[config.mk]
export PLATFORM = sky130hd
export DESIGN_NAME = encoder_8x3
export DESIGN_NICKNAME = d
export VERILOG_FILES = /design/src/rtl/enc_pkg.sv /design/src/rtl/enc_prio_core.sv /design/src/rtl/encoder_8x3.sv
export SDC_FILE = /design/constraint.sdc
export NUM_CORES = 1
export LEC_CHECK = 0
export BUFFER_PORTS_ARGS = -buffer_cell sky130_fd_sc_hd__buf_2
export CAP_MARGIN = 25
export CORE_AREA = 5 5 42 44
export DETAILED_ROUTE_END_ITERATION = 12
export DIE_AREA = 0 0 47 49
export HOLD_SLACK_MARGIN = 0.1
export SLEW_MARGIN = 30
export SYNTH_ARGS = -nofsm -noshare
export SYNTH_HDL_FRONTEND = slang
export SYNTH_SLANG_ARGS = --single-unit
[constraint.sdc]
create_clock -name clk -period 0.8 [get_ports clk]
set_input_delay 0.08 -clock clk [delete_from_list [all_inputs] [get_ports clk]]
set_output_delay 0.08 -clock clk [all_outputs]
set_load 0.05 [all_outputs]
[src/rtl/enc_pkg.sv]
// Shared constants and a reference priority function for the 8-to-3 encoder.
package enc_pkg;

  localparam int unsigned DATA_W_DEF = 8;
  localparam int unsigned CODE_W_DEF = 3;

  // Index of the highest set bit; zero when no bit is set.
  function automatic logic [CODE_W_DEF-1:0] prio_idx(input logic [DATA_W_DEF-1:0] vec);
    logic [CODE_W_DEF-1:0] idx;
    idx = '0;
    for (int i = 0; i < int'(DATA_W_DEF); i++) begin
      if (vec[i]) idx = CODE_W_DEF'(i);
    end
    return idx;
  endfunction

endpackage

[src/rtl/enc_prio_core.sv]
// Combinational MSB-first priority scan; multi-hot flag built only with ENC_MULTIHOT_DET_EN.
module enc_prio_core
  import enc_pkg::*;
#(
  parameter int unsigned DATA_W = DATA_W_DEF,
  localparam int unsigned CODE_W = $clog2(DATA_W)
) (
  input  logic [DATA_W-1:0] data,
  output logic [CODE_W-1:0] idx,
  output logic              any
`ifdef ENC_MULTIHOT_DET_EN
  ,
  output logic              multi
`endif
);

  // LSB-to-MSB scan: the last hit overwrites, so the highest set bit wins.
  always_comb begin
    idx = '0;
    any = 1'b0;
`ifdef ENC_MULTIHOT_DET_EN
    multi = 1'b0;
`endif
    for (int i = 0; i < int'(DATA_W); i++) begin
      if (data[i]) begin
`ifdef ENC_MULTIHOT_DET_EN
        // A second hit after an earlier one means popcount > 1.
        if (any) multi = 1'b1;
`endif
        idx = CODE_W'(i);
        any = 1'b1;
      end
    end
  end

endmodule

[src/rtl/encoder_8x3.sv]
// Registered 8-to-3 priority encoder with valid flag.
// Optional multi-hot detect output enabled by macro ENC_MULTIHOT_DET_EN.
module encoder_8x3
  import enc_pkg::*;
#(
  parameter int unsigned DATA_W = DATA_W_DEF,
  localparam int unsigned CODE_W = $clog2(DATA_W)
) (
  input  logic              clk,
  input  logic              rst,
  input  logic              en,
  input  logic [DATA_W-1:0] data,
  output logic [CODE_W-1:0] code,
  output logic              valid
`ifdef ENC_MULTIHOT_DET_EN
  ,
  output logic              multi
`endif
);

  logic [CODE_W-1:0] idx;
  logic              any;
  logic [CODE_W-1:0] code_q;
  logic              valid_q;

`ifdef ENC_MULTIHOT_DET_EN
  logic multi_c;
  logic multi_q;

  enc_prio_core #(
    .DATA_W (DATA_W)
  ) u_core (
    .data  (data),
    .idx   (idx),
    .any   (any),
    .multi (multi_c)
  );

  always_ff @(posedge clk or posedge rst) begin
    if (rst) begin
      multi_q <= 1'b0;
    end else if (en) begin
      multi_q <= multi_c;
    end
  end

  assign multi = multi_q;
`else
  enc_prio_core #(
    .DATA_W (DATA_W)
  ) u_core (
    .data (data),
    .idx  (idx),
    .any  (any)
  );
`endif

  always_ff @(posedge clk or posedge rst) begin
    if (rst) begin
      code_q  <= '0;
      valid_q <= 1'b0;
    end else if (en) begin
      code_q  <= idx;
      valid_q <= any;
    end
  end

  assign code  = code_q;
  assign valid = valid_q;

endmodule

==> impl_metrics.py <==
metrics = {
    "floorplanning": {
        "start_util_pct": 14.2,
        "die_area_sq_mm": 0.00230,
        "die_h_microns": 49,
        "core_area_sq_mm": 0.00140,
        "die_x_microns": 47,
        "pin_count": 15,
        "row_count": 14,
    },
    "sta": {
        "max-slew-margin-rel_pct": 82.4,
        "max_slew.worst_pin.slew_ns": 0.261,
        "setup_violations": 4,
        "report.final.slew_viol_count": 0,
        "post-route-min-period_ns": 0.862,
        "fmaxAchievable_ghz": 1.16,
        "hold_violations": 0,
        "setup_tns_ns": -0.233,
        "post-route-period-util_pct": 108,
        "rsz0062_at_grt": "yes",
        "fin_ws_ns": -0.0620,
        "clock_skew_ns": 0,
    },
    "logic_synthesis": {
        "synth-edff-count": 0,
        "yosysSeqAreaShare_pct": 50.3,
        "synth-main-ff-cell": "dfrtp_1",
        "avgSynthCellArea_sq_um": 8.29,
        "yosysWarningCount": 0,
        "yosysMostFrequentCell": "nor2_1",
        "synthArstFlopShare_pct": 100,
        "yosysTopAreaCell": "dfrtp_1",
        "netlist_area_sq_um": 199,
        "yosys_register_bits": 4,
        "synth_common_cells": "nor2_1 (7), dfrtp_1 (4), a31oi_1 (3), inv_1 (3), nor4_1 (2)",
        "synth_cells": 24,
        "syn_nets": 35,
        "ys_types": 10,
        "netlist.area_leader.share_pct": 50.3,
        "ys_top_cells_by_area": "dfrtp_1 (50%), nor2_1 (13%), a31oi_1 (9.4%)",
    },
    "worst_setup_path": {
        "timing.critical_path.cells": "buf_6",
        "arrival_ns": 0.78,
        "path_max_fanout": 2,
        "slowest_delay_ns": 0.40,
        "critPathRequiredTime_ns": 0.72,
        "setup.worst_path.class": "reg -> out",
        "worst-path-buf-inv": 1,
        "critPathTopFamily": "flip-flops",
        "crit_slowest_cell": "dfrtp_2",
        "cp-end-kind": "output port",
        "start_kind": "flip-flop",
    },
    "cells_and_area": {
        "nets": 56,
        "diodes": 0,
        "drive_above_1_share_pct": 53.5,
        "final-instance-count-excl-fill": 59,
        "fillers": 162,
        "area_growth_pct": 82.4,
    },
    "global_routing": {
        "antenna_found_initial": 0,
        "grt_pass1_wl_microns": 910,
        "grt_max_degree": 9,
        "gr-total-overflow": 0,
        "grt_pass1_vias": 223,
        "grtUsageTotal_pct": 6.14,
    },
    "place": {
        "port_buffers": 14,
        "place_inst": 55,
        "place_ws_ns": -0.0712,
        "dp_hpwl_microns": 468,
        "gp_congestion": 0.691,
    },
    "run_status": {
        "violations": "setup timing",
        "status": "finished, violations left",
    },
    "route": {
        "wirelength_microns": 547,
        "drc": 0,
        "firstDrtPassIters": 4,
        "viasPerCell": 3.97,
        "initialDrtViolationCount": 5,
        "num_vias": 234,
        "postRouteAntennaNets": 0,
        "wl_per_cell_microns": 9.27,
    },
    "clocking": {
        "clock_sinks": 4,
        "cts-root-buf": "clkbuf_4",
        "cts.clk_slew.worst_paths_ns": 0.03,
        "clockBufferDepth": 2,
        "post_cts_buffers": 0,
        "numCtsBuffers": 3,
        "htreeDepth": 1,
        "clkLatencyLatePin_ns": 0.23,
        "cts_tree": "done",
    },
    "min_path": {
        "hp-class": "in -> reg",
    },
    "pwr": {
        "peakVddDrop_mv": 0.324,
        "total_leakage_power_nw": 0.167,
        "powerDensity_mw_per_mm2": 1660,
    },
    "flow_run": {
        "drv_cap": 0,
    },
}
==> path summary, 6_finish.rpt <==
path	endpoint	cells past startpoint	start	slack (ns)
worst max-delay path	code[1]	1	code[1]	-0.06
worst min-delay path	code[0]	3	data[7]	0.12
worst max register to register	valid	2	valid	0.11
worst min register to register	code[2]	2	code[2]	0.54
max in group asynchronous	code[2]	3	rst	0.36
min in group asynchronous	valid	3	rst	0.27
==> power breakdown <==
part	total (mW)	switching, mW	internal (mW)
registers	0.225	0.00794	0.217
clock network	0.239	0.0719	0.167
logic	0.140	0.0797	0.0600
total	0.603	0.160	0.444
==> routing by layer <==
| layer | vias up | routed length [microns] | GRT usage (%) |
|---|---|---|---|
| met3 | 2 | 74 | 0.738 |
| li1 | 124 | - | - |
| met4 | 0 | 27 | 11.1 |
| met1 | 93 | 257 | 7.52 |
| met2 | 15 | 188 | 6.11 |
| met5 | - | 0 | 0 |
==> flip-flops by register name (all words and copies together), names as in the netlist <==
signal,count
valid,1
code,3
==> cell families after synthesis <==
logic type / Yosys count / share of synthesized area (%)
flops: 4 / 50.3
simple gates: 10 / 22.6
buf+inv: 4 / 7.54
compound gates: 6 / 19.5
==> layout by cell type, fill, tap and decap left out <==
| cell | count |
|---|---|
| a21oi_1 | 1 |
| a221o_1 | 1 |
| a31oi_1 | 3 |
| buf_2 | 10 |
| buf_4 | 2 |
| buf_6 | 4 |
| clkbuf_4 | 3 |
| dfrtp_2 | 4 |
| dlygate4sd3_1 | 1 |
| inv_1 | 3 |
| nand2b_1 | 1 |
| nor2_1 | 7 |
| nor4_1 | 2 |
| o21ai_0 | 1 |
==> what timing repair did <==
action | 4_1_cts | 5_1_grt
hold buffers | 1 | 0
gates resized for setup | 8 | 0
hold endpoints to repair | 4 | 0
endpoints found under the setup margin | 4 | 4
==> stage by stage <==
step / power [mW] / hold WS [ns] / util (%) / cell area, sq um
global route: 0.642 / 0.124 / 25.9 / 363
detailed placement: 0.348 / -0.0338 / 21.8 / 305
CTS: 0.622 / 0.110 / 25.9 / 363
global placement: 0.345 / -0.0394 / 21.8 / 305
finish: 0.603 / 0.118 / 25.9 / 363
floorplan: 0.294 / -0.154 / - / 204
==> cell type report <==
type	count	area, sq um	area share [%]
Timing Repair Buffer	17	120	33.1
Sequential cell	4	105	29.0
Multi-Input combinational cell	16	83.8	23.1
Clock buffer	3	22.5	6.21
Tap cell	16	20.0	5.52
Inverter	3	11.3	3.10
No activity file was read; power rests on OpenSTA's default activity.
